**src/rtl/capop_pkg.sv**
```systemverilog
// rtl/capop_pkg.sv - shared widths, op/fault codes and capability record for the capop engine
package capop_pkg;

  localparam int ADDR_W = 48;
  localparam int DATA_W = 24;
  localparam int CR_W   = 2;
  localparam int OP_W   = 3;
  localparam int FLT_W  = 3;
  localparam int EN_W   = 6;

  localparam logic [OP_W-1:0] CAPOP_CMOV    = 3'd0;
  localparam logic [OP_W-1:0] CAPOP_CINC    = 3'd1;
  localparam logic [OP_W-1:0] CAPOP_CSETB   = 3'd2;
  localparam logic [OP_W-1:0] CAPOP_CANDP   = 3'd3;
  localparam logic [OP_W-1:0] CAPOP_CSEAL   = 3'd4;
  localparam logic [OP_W-1:0] CAPOP_CUNSEAL = 3'd5;
  localparam logic [OP_W-1:0] CAPOP_CCLRTAG = 3'd6;

  localparam logic [FLT_W-1:0] CAPFLT_NONE    = 3'd0;
  localparam logic [FLT_W-1:0] CAPFLT_TAG     = 3'd1;
  localparam logic [FLT_W-1:0] CAPFLT_SEALED  = 3'd2;
  localparam logic [FLT_W-1:0] CAPFLT_BOUNDS  = 3'd3;
  localparam logic [FLT_W-1:0] CAPFLT_OTYPE   = 3'd4;
  localparam logic [FLT_W-1:0] CAPFLT_ILLEGAL = 3'd5;

  localparam int CR_ATTR_SEALED_BIT = 0;
  localparam int CR_ATTR_OTYPE_LSB  = 8;
  localparam int CR_ATTR_OTYPE_MSB  = 23;

  // Bit positions of the per-field write-enable vector.
  localparam int EN_BASE  = 0;
  localparam int EN_LEN   = 1;
  localparam int EN_CUR   = 2;
  localparam int EN_PERMS = 3;
  localparam int EN_ATTR  = 4;
  localparam int EN_TAG   = 5;

  localparam logic [EN_W-1:0] EN_NONE     = 6'b000000;
  localparam logic [EN_W-1:0] EN_ALL      = 6'b111111;
  localparam logic [EN_W-1:0] EN_M_PERMS  = 6'b001000;
  localparam logic [EN_W-1:0] EN_M_ATTR   = 6'b010000;
  localparam logic [EN_W-1:0] EN_M_TAG    = 6'b100000;

  typedef struct packed {
    logic [ADDR_W-1:0] base;
    logic [ADDR_W-1:0] len;
    logic [ADDR_W-1:0] cur;
    logic [DATA_W-1:0] perms;
    logic [DATA_W-1:0] attr;
    logic              tag;
  } cap_t;

  function automatic logic cap_sealed(input cap_t c);
    return c.attr[CR_ATTR_SEALED_BIT];
  endfunction

  function automatic logic [15:0] cap_otype(input cap_t c);
    return c.attr[CR_ATTR_OTYPE_MSB:CR_ATTR_OTYPE_LSB];
  endfunction

endpackage

```
**src/rtl/capop_alu.sv**
```systemverilog
// rtl/capop_alu.sv - combinational validation and result computation for one capability op
module capop_alu
  import capop_pkg::*;
(
  input  logic [OP_W-1:0]   op,
  input  logic [ADDR_W-1:0] imm,
  input  cap_t              src,
  output cap_t              result,
  output logic [EN_W-1:0]   wr_en,
  output logic [FLT_W-1:0]  fault
);

  logic            sealed;
  logic            tag_exempt;
  logic            otype_match;
  logic [ADDR_W:0] new_end;
  logic [ADDR_W:0] limit;
  logic            in_bounds;

  assign sealed      = cap_sealed(src);
  assign tag_exempt  = (op == CAPOP_CMOV) || (op == CAPOP_CCLRTAG);
  assign otype_match = (cap_otype(src) == imm[15:0]);

  // One extra bit so cur+imm and base+len cannot wrap during the bounds test.
  assign new_end   = {1'b0, src.cur} + {1'b0, imm};
  assign limit     = {1'b0, src.base} + {1'b0, src.len};
  assign in_bounds = (src.cur >= src.base) && (new_end <= limit);

  always_comb begin
    result = src;
    wr_en  = EN_NONE;
    fault  = CAPFLT_NONE;

    case (op)
      CAPOP_CMOV: begin
        wr_en = EN_ALL;
      end
      CAPOP_CINC: begin
        if (sealed) begin
          fault = CAPFLT_SEALED;
        end else begin
          result.cur = src.cur + imm;
          wr_en      = EN_ALL;
        end
      end
      CAPOP_CSETB: begin
        if (sealed) begin
          fault = CAPFLT_SEALED;
        end else if (!in_bounds) begin
          fault = CAPFLT_BOUNDS;
        end else begin
          result.base = src.cur;
          result.cur  = src.cur;
          result.len  = imm;
          wr_en       = EN_ALL;
        end
      end
      CAPOP_CANDP: begin
        if (sealed) begin
          fault = CAPFLT_SEALED;
        end else begin
          result.perms = src.perms & imm[DATA_W-1:0];
          wr_en        = EN_M_PERMS;
        end
      end
      CAPOP_CSEAL: begin
        if (sealed) begin
          fault = CAPFLT_SEALED;
        end else begin
          result.attr = {imm[15:0], 7'b0, 1'b1};
          wr_en       = EN_M_ATTR;
        end
      end
      CAPOP_CUNSEAL: begin
        if (!sealed || !otype_match) begin
          fault = CAPFLT_OTYPE;
        end else begin
          result.attr = '0;
          wr_en       = EN_M_ATTR;
        end
      end
      CAPOP_CCLRTAG: begin
        result.tag = 1'b0;
        wr_en      = EN_M_TAG;
      end
      default: begin
        fault = CAPFLT_ILLEGAL;
      end
    endcase

    // An untagged source overrides every other outcome.
    if (!src.tag && !tag_exempt) begin
      fault = CAPFLT_TAG;
    end
    if (fault != CAPFLT_NONE) begin
      wr_en = EN_NONE;
    end
  end

endmodule

```
**src/rtl/capop_unit.sv**
```systemverilog
// rtl/capop_unit.sv - four-state capability-op engine between issue and the CR0..CR3 register file
module capop_unit
  import capop_pkg::*;
(
  input  logic              iw_clk,
  input  logic              iw_rst,
  input  logic              iw_req_valid,
  output logic              ow_req_ready,
  input  logic [OP_W-1:0]   iw_op,
  input  logic [CR_W-1:0]   iw_src_cr,
  input  logic [CR_W-1:0]   iw_dst_cr,
  input  logic [ADDR_W-1:0] iw_imm,
  output logic [CR_W-1:0]   ow_rd_addr,
  input  logic [ADDR_W-1:0] iw_rd_base,
  input  logic [ADDR_W-1:0] iw_rd_len,
  input  logic [ADDR_W-1:0] iw_rd_cur,
  input  logic [DATA_W-1:0] iw_rd_perms,
  input  logic [DATA_W-1:0] iw_rd_attr,
  input  logic              iw_rd_tag,
  output logic [CR_W-1:0]   ow_wr_addr,
  output logic              ow_wr_en_base,
  output logic              ow_wr_en_len,
  output logic              ow_wr_en_cur,
  output logic              ow_wr_en_perms,
  output logic              ow_wr_en_attr,
  output logic              ow_wr_en_tag,
  output logic [ADDR_W-1:0] ow_wr_base,
  output logic [ADDR_W-1:0] ow_wr_len,
  output logic [ADDR_W-1:0] ow_wr_cur,
  output logic [DATA_W-1:0] ow_wr_perms,
  output logic [DATA_W-1:0] ow_wr_attr,
  output logic              ow_wr_tag,
  output logic              ow_done,
  output logic [FLT_W-1:0]  ow_fault
);

  typedef enum logic [1:0] {
    S_IDLE  = 2'd0,
    S_READ  = 2'd1,
    S_EXEC  = 2'd2,
    S_WRITE = 2'd3
  } state_t;

  state_t state;
  state_t state_nxt;
  logic   accept;

  logic [OP_W-1:0]   op_q;
  logic [CR_W-1:0]   src_q;
  logic [CR_W-1:0]   dst_q;
  logic [ADDR_W-1:0] imm_q;
  cap_t              rd_cap;
  cap_t              src_cap_q;
  cap_t              alu_res;
  logic [EN_W-1:0]   alu_en;
  logic [FLT_W-1:0]  alu_fault;
  cap_t              res_q;
  logic [EN_W-1:0]   en_q;
  logic [FLT_W-1:0]  fault_q;
  logic [EN_W-1:0]   wr_en;

  always_ff @(posedge iw_clk or posedge iw_rst) begin
    if (iw_rst) begin
      state <= S_IDLE;
    end else begin
      state <= state_nxt;
    end
  end

  always_comb begin
    state_nxt = state;
    accept    = 1'b0;
    case (state)
      S_IDLE: begin
        if (iw_req_valid) begin
          accept    = 1'b1;
          state_nxt = S_READ;
        end
      end
      S_READ:  state_nxt = S_EXEC;
      S_EXEC:  state_nxt = S_WRITE;
      S_WRITE: state_nxt = S_IDLE;
      default: state_nxt = S_IDLE;
    endcase
  end

  assign rd_cap.base  = iw_rd_base;
  assign rd_cap.len   = iw_rd_len;
  assign rd_cap.cur   = iw_rd_cur;
  assign rd_cap.perms = iw_rd_perms;
  assign rd_cap.attr  = iw_rd_attr;
  assign rd_cap.tag   = iw_rd_tag;

  always_ff @(posedge iw_clk or posedge iw_rst) begin
    if (iw_rst) begin
      op_q      <= '0;
      src_q     <= '0;
      dst_q     <= '0;
      imm_q     <= '0;
      src_cap_q <= '0;
      res_q     <= '0;
      en_q      <= EN_NONE;
      fault_q   <= CAPFLT_NONE;
    end else begin
      if (accept) begin
        op_q  <= iw_op;
        src_q <= iw_src_cr;
        dst_q <= iw_dst_cr;
        imm_q <= iw_imm;
      end
      if (state == S_READ) begin
        src_cap_q <= rd_cap;
      end
      if (state == S_EXEC) begin
        res_q   <= alu_res;
        en_q    <= alu_en;
        fault_q <= alu_fault;
      end
    end
  end

  capop_alu u_alu (
    .op     (op_q),
    .imm    (imm_q),
    .src    (src_cap_q),
    .result (alu_res),
    .wr_en  (alu_en),
    .fault  (alu_fault)
  );

  assign ow_req_ready = (state == S_IDLE);
  assign ow_rd_addr   = src_q;
  assign ow_wr_addr   = dst_q;
  assign ow_done      = (state == S_WRITE);
  assign ow_fault     = ow_done ? fault_q : CAPFLT_NONE;

  // Enables only escape during the single WRITE cycle.
  assign wr_en = ow_done ? en_q : EN_NONE;

  assign ow_wr_en_base  = wr_en[EN_BASE];
  assign ow_wr_en_len   = wr_en[EN_LEN];
  assign ow_wr_en_cur   = wr_en[EN_CUR];
  assign ow_wr_en_perms = wr_en[EN_PERMS];
  assign ow_wr_en_attr  = wr_en[EN_ATTR];
  assign ow_wr_en_tag   = wr_en[EN_TAG];

  assign ow_wr_base  = res_q.base;
  assign ow_wr_len   = res_q.len;
  assign ow_wr_cur   = res_q.cur;
  assign ow_wr_perms = res_q.perms;
  assign ow_wr_attr  = res_q.attr;
  assign ow_wr_tag   = res_q.tag;

endmodule

```
**config.mk**
```make
export PLATFORM = sky130hd
export DESIGN_NAME = capop_unit
export DESIGN_NICKNAME = d
export VERILOG_FILES = /design/src/rtl/capop_pkg.sv /design/src/rtl/capop_alu.sv /design/src/rtl/capop_unit.sv
export SDC_FILE = /design/constraint.sdc
export NUM_CORES = 1
export LEC_CHECK = 0
export ABC_AREA = 0
export CAP_MARGIN = 30
export CORE_MARGIN = 8
export CORE_UTILIZATION = 29
export CTS_BUF_LIST = sky130_fd_sc_hd__clkbuf_2
export DETAILED_ROUTE_END_ITERATION = 6
export HOLD_SLACK_MARGIN = 0.03
export PLACE_DENSITY = 0.57
export SKIP_CTS_REPAIR_TIMING = 1
export SLEW_MARGIN = 20
export SYNTH_ARGS = -nofsm -noshare
export SYNTH_HDL_FRONTEND = slang
export SYNTH_SLANG_ARGS = --single-unit
```
**constraint.sdc**
```tcl
create_clock -name iw_clk -period 25.1 [get_ports iw_clk]
set_clock_uncertainty 0.1 [all_clocks]
set_input_delay 5.02 -clock iw_clk [delete_from_list [all_inputs] [get_ports iw_clk]]
set_output_delay 5.02 -clock iw_clk [all_outputs]
set_load 0.01 [all_outputs]
```
==> impl_metrics.ini <==
[yosys]
synth_warnings = 0
yosysTopAreaCellShare_pct = 43.7
yosysTopAreaCell = dfrtp_1
async_reset_ff_share_pct = 100
ys_top_cells_by_area = dfrtp_1 (44%), ha_1 (9.6%), mux2_2 (8.7%)
synth_most_common_cell = dfrtp_1
synth_top_family_by_area = compound AO/OA/AOI/OAI gates
synth_area_per_cell_sq_um = 10.0
syn_nets = 3027
ys_types = 75
synth_fa_ha_area_share_pct = 9.72
syn_area_sq_um = 25800
synthSimpleGateAreaFrac_pct = 10.1
synth-compound-area-share_pct = 16.4
ys_seq_area_share_pct = 43.7
synth_edf_count = 0
synth-seq-cells = 450
netlist_top_cells_count = dfrtp_1 (450), nor2_1 (233), a21oi_1 (221), nand2_1 (201), mux2_2 (198)
synth_xor_area_share_pct = 3.60
synth-main-ff-cell = dfrtp_1
synthCells = 2577
synthMuxAreaShare_pct = 12.4

[cells_and_area]
drive_gt1_share_pct = 13.9
fin_nets = 3514
fin_cells = 4323
syn2layout_area_growth_pct = 27.2

[setup_path]
reg2regPathDepth = 21
cp_slowest_cell = nor4_1
required_ps = 26100
path_cells = ha_1, fa_1, a21o_1, a221o_1, and4_1, o21ai_1, a31oi_1, o21a_1, o21ai_0, o31ai_1, xnor2_1, ha_1, nand4_1, nor4_1, nand4_1, o21a_1, o21ai_1, or4_4, buf_4, mux2i_1, a21oi_1
end_kind = flop
cp.depth = 21
r2r_slack_ps = 17070
crit_buf_inv = 1
max_stage_delay_ps = 690
critPathCapture = ow_wr_base[23]
cp_max_fo = 42
timing.rr.start = src_cap_q[145]
startpoint = src_cap_q[145]
critical_path_class = reg -> reg
crit_family = compound AO/OA/AOI/OAI gates
critPathArrivalTime_ps = 9030
start_kind = flop
reg2reg_to = ow_wr_base[23]

[detailed_routing]
wl_mm = 93.9
drt-pass1-iter-count = 7
drc = 1
wl_per_cell_um = 21.7
ant_nets = 0
vias_per_cell = 4.98
via_count = 21500
drt_iter0_drc = 1574

[place]
dp_hpwl_mm = 71.2
port-buffer-count = 458
gp_congestion = 0.874
dp_cells = 4092

[power_and_ir_drop]
powerDensity_nw_per_um2 = 178
p_leak_uw = 0.0147
ir_worst_vdd_v = 0.0000841

[cts]
cts.path.max_buffers = 3
root_buffer = clkbuf_2
clock_latency_ps = 1360
cts_buffers = 133
clkSlewWorstSetupHoldPaths_ps = 110
cts_sinks = 450
htreeDepth = 4
cts_tree = done

[grt]
antenna_found_initial = 12
grt_pass1_wl_mm = 139
use_met3_pct = 5.60
grt_pass1_vias = 21800
grtUsageMet2_pct = 30.2
grt_overflow = 0
grt_usage_pct = 18.5
top_usage_layer = met2
grt_max_degree = 198
grt_use_met1_pct = 23.0

[job]
cap_violations = 0

[sta]
max_freq_mhz = 125
maxSlewViolCount = 0
tns_ps = 0
rsz0062_at_grt = no
worstMarginPinSlew_ps = 1020
min_period_ps = 8030
period_share_pct = 32.0
final_hold_viol_count = 0
final-setup-viol-count = 0
timing.slew.headroom_pct = 32.3

[floorplan]
die_h_um = 314
io-pin-count = 459
fp-row-count = 109
die_x_um = 314
core_area_sq_um = 88200
start_util_pct = 29.2
die_area_sq_um = 98700

[min_path]
min_path_type = reg -> reg

[run_status]
status = finished, violations left
violations = DRC
## stage by stage
step	total power, uW	cell area, sq um	util (%)	setup WS [ps]	hold WS [ps]
after floorplan	3900	25800	-	7440	347
after global placement	5230	31500	35.7	17070	373
after detailed placement	5260	31500	35.7	17070	366
after CTS	5870	32700	37.0	16870	389
after global routing	6370	32800	37.1	16620	413
final	5820	32800	37.1	17070	365
## layout make-up
class,instances,area [sq um]
Antenna cell,20,50.0
Clock buffer,176,881
Clock inverter,33,264
Fill cell,9015,55500
Inverter,126,480
Multi-Input combinational cell,1873,13500
Sequential cell,450,11300
Tap cell,1165,1460
Timing Repair Buffer,480,4840
## power breakdown
| group | switching, uW | total, uW | internal, uW |
|---|---|---|---|
| Combinational | 2100 | 3760 | 1660 |
| Sequential | 401 | 1500 | 1100 |
| Clock | 331 | 570 | 239 |
| Total | 2830 | 5820 | 3000 |
## cells by family after synthesis
logic type / Yosys count
AO/OA/AOI/OAI: 677
XOR/XNOR: 106
flip-flops: 450
buffers and inverters: 254
adder cells (fa/ha/maj): 199
AND/OR/NAND/NOR: 596
multiplexers: 295
## flip-flops by register name, summed over array words and instances, names as in the netlist
| register | cells |
|---|---|
| op_q | 3 |
| ow_wr_perms | 24 |
| imm_q | 48 |
| ow_wr_cur | 48 |
| ow_wr_tag | 1 |
| src_cap_q | 193 |
| ow_wr_addr | 2 |
| state | 2 |
| ow_rd_addr | 2 |
| en_q | 4 |
| ow_wr_base | 48 |
| ow_wr_len | 48 |
| fault_q | 3 |
| ow_wr_attr | 24 |
## worst min path at each step
stage                     slack [ps]  cells after the start     startpoint              end
after floorplan                  350                      1        en_q[2]          en_q[2]
after global placement           370                      1     fault_q[2]       fault_q[2]
after detailed placement         370                      1     fault_q[2]       fault_q[2]
after CTS                        390                      1     fault_q[2]       fault_q[2]
after global routing             410                      1     fault_q[2]       fault_q[2]
final                            370                      2  src_cap_q[40]  ow_wr_perms[15]
## cell usage in the layout (no fill, tap or decap), types with 21 or more instances in the layout
cell type        synthesis  routed
mux2_2                 198     198
a21oi_1                221     221
clkinv_1                 0      21
ha_1                   197     195
a21o_1                  63      63
dfrtp_1                450     450
mux2i_1                 97      97
nand4_1                 31      31
clkbuf_2                 1     176
o21bai_1                22      22
inv_1                  126     124
clkdlybuf4s50_1          0     458
xnor2_1                 70      70
a31oi_1                 53      53
nor2_1                 233     233
xor2_1                  36      36
nand3_1                 46      46
o21ai_0                151     151
nand2_1                201     199
o211ai_1                32      32
## routing by layer
| layer | vias to the layer above | routed length [um] | part of all wire [%] |
|---|---|---|---|
| met1 | 10500 | 40100 | 43 |
| met2 | 575 | 45000 | 48 |
| met3 | 136 | 6500 | 6.9 |
| met5 | - | 13 | 0.014 |
| li1 | 10300 | - | - |
| met4 | 2 | 2310 | 2.5 |
## worst min-delay path: stages (launching register included)
cell,delay [ps]
dfrtp_1,360
o211ai_1,80
o21ai_0,80
No activity file was read; power rests on OpenSTA's default activity.
==> RTL change, RTL diff (same flow settings) <==
The package constant `ADDR_W` goes from 48 to 24.
--- a/src/rtl/capop_pkg.sv
+++ b/src/rtl/capop_pkg.sv
@@ -1,7 +1,7 @@
 // rtl/capop_pkg.sv - shared widths, op/fault codes and capability record for the capop engine
 package capop_pkg;
 
-  localparam int ADDR_W = 48;
+  localparam int ADDR_W = 24;
   localparam int DATA_W = 24;
   localparam int CR_W   = 2;
   localparam int OP_W   = 3;
Interface: changed (7 resized); port bits go from 459 to 291. The function was not compared with the original's and may differ.
==> RTL change against the original RTL <==
  * Register-to-register slack better by 1.8 ns
  * Sequential cell count shrank 168
  * Cell area fell by 40%
  * Wire length decreased by 47%
  * First-iteration DRC count fell by 56%
  * Utilization increased by 0.66 points
  * Via count down 42%
  * Synthesized area is 41% lower
  * Critical path type is now reg2out
  * Total power shrank 43%
  * Worst setup slack better by 0.34 ns
==> RTL change: results (changes against the original RTL) <==
status complete, no violations (was finished with violations); Crit-path slowest cell clkdlybuf4s50_1 (was nor4_1); initial drt markers 696 (was 1,574); pre-CTS WS 17.96 ns (was 17.07 ns); Leak 8.56 nW (was 14.7 nW); Filler Cells Inserted 5,220 (was 9,015); initial antenna violation count 1 (was 12); vias in the first global route 13,100 (was 21,800); top post-synthesis cells by area dfrtp_1 46%, mux2_2 9.4%, ha_1 8.3% (was dfrtp_1 44%, ha_1 9.6%, mux2_2 8.7%); R2R depth 19 (was 21); critical path launch point state[0]$_DFFE_PP0P_ (was src_cap_q[145]$_DFFE_PP0N_); critical path arrival 2.57 ns (was 9.03 ns); library cells used by synthesis 61 (was 75); Hold Startpoint src_cap_q[8]$_DFFE_PP0N_ (was src_cap_q[40]$_DFFE_PP0N_); htree depth 3 (was 4); Max stage delay on crit path 0.55 ns (was 0.69 ns); R2R Setup Slk 18.89 ns (was 17.07 ns); vias per cell 4.90 (was 4.98); delay-heaviest family, CP buffers and inverters (was compound AO/OA/AOI/OAI gates); Hold Path End ow_wr_attr[7]$_DFFE_PP0P_ (was ow_wr_perms[15]$_DFFE_PP0P_); Clk Latency, worst-skew pair 1.02 ns (was 1.36 ns); layout cell share with drive strength beyond 1 0.160 (was 0.139); RR Startpoint src_cap_q[97]$_DFFE_PP0N_ (was src_cap_q[145]$_DFFE_PP0N_); detailed placement HPWL 37.0 mm (was 71.2 mm); reg2reg end fault_q[1]$_DFFE_PP0P_ (was ow_wr_base[23]$_DFFE_PP0P_); Worst IR Drop VDD 73.6 uV (was 84.1 uV); DRT Pass-1 Iters 5 (was 7); Total GRT Usage 0.162 (was 0.185); Area Overhead vs Synth 29.7% (was 27.2%)
[RTL change: cell types whose count changed after synthesis, moves of 29 or more]
cell	change
a31oi_1	-30
o21ai_0	-78
dfrtp_1	-168
nor2_1	-66
clkbuf_1	-45
mux2_2	-71
nand2_1	-109
a21o_1	-32
ha_1	-96
a21oi_1	-107
inv_1	-72
xnor2_1	-29
[RTL change: final cells by class]
type / count / area (um2) / area share
inverter: 54 / 210 / 0.0106
timing repair buffer: 308 / 3090 / 0.156
tap: 688 / 861 / 0.0435
antenna: 1 / 2.50 / 0.000126
multi-input combinational: 1062 / 7740 / 0.391
sequential: 282 / 7060 / 0.357
clock buffer: 126 / 631 / 0.0319
clock inverter: 23 / 196 / 0.00993
[RTL change: tightest hold or removal path, cell delays in order, from the launching register on]
cell and delay (ns):
dfrtp_1 0.35, nand3_1 0.07, o21ai_0 0.07
[RTL change: routing by layer]
metal  track usage  share of wire
met1         0.216           0.47
met2         0.254           0.45
met3        0.0405          0.058
met4        0.0589          0.022
met5             0              0
[RTL change: worst max-delay path by stage]
stage | end | slack [ns] | cells past startpoint
floorplan | en_q[2]$_DFFE_PP0P_ | 12.20 | 1
global placement | src_cap_q[25]$_DFFE_PP0N_ | 18.02 | 3
detailed placement | ow_wr_perms[6]$_DFFE_PP0P_ | 17.96 | 3
CTS | ow_wr_en_cur | 17.16 | 3
global route | ow_wr_en_cur | 17.16 | 3
finish | ow_wr_en_cur | 17.41 | 3
[RTL change: kinds of logic after synthesis]
kind of cell,share of synthesized area
AND/OR/NAND/NOR,0.110
AO/OA/AOI/OAI,0.130
flip-flops,0.462
multiplexers,0.144
buffers and inverters,0.0335
adder cells (fa/ha/maj),0.0854
XOR/XNOR,0.0344
[RTL change: per-stage QoR]
| step | area, um2 | std cells | hold WS, ns |
|---|---|---|---|
| after floorplan | 15300 | 1470 | 0.344 |
| after global placement | 18900 | 2390 | 0.370 |
| after detailed placement | 18900 | 2392 | 0.372 |
| after CTS | 19700 | 2541 | 0.369 |
| after global routing | 19800 | 2544 | 0.425 |
| final | 19800 | 2544 | 0.375 |
[RTL change: report_power, final]
part / internal, mW / switching (mW) / leakage [nW]
Sequential: 0.689 / 0.253 / 3.30
Combinational: 0.934 / 1.05 / 4.63
Clock: 0.174 / 0.207 / 0.622
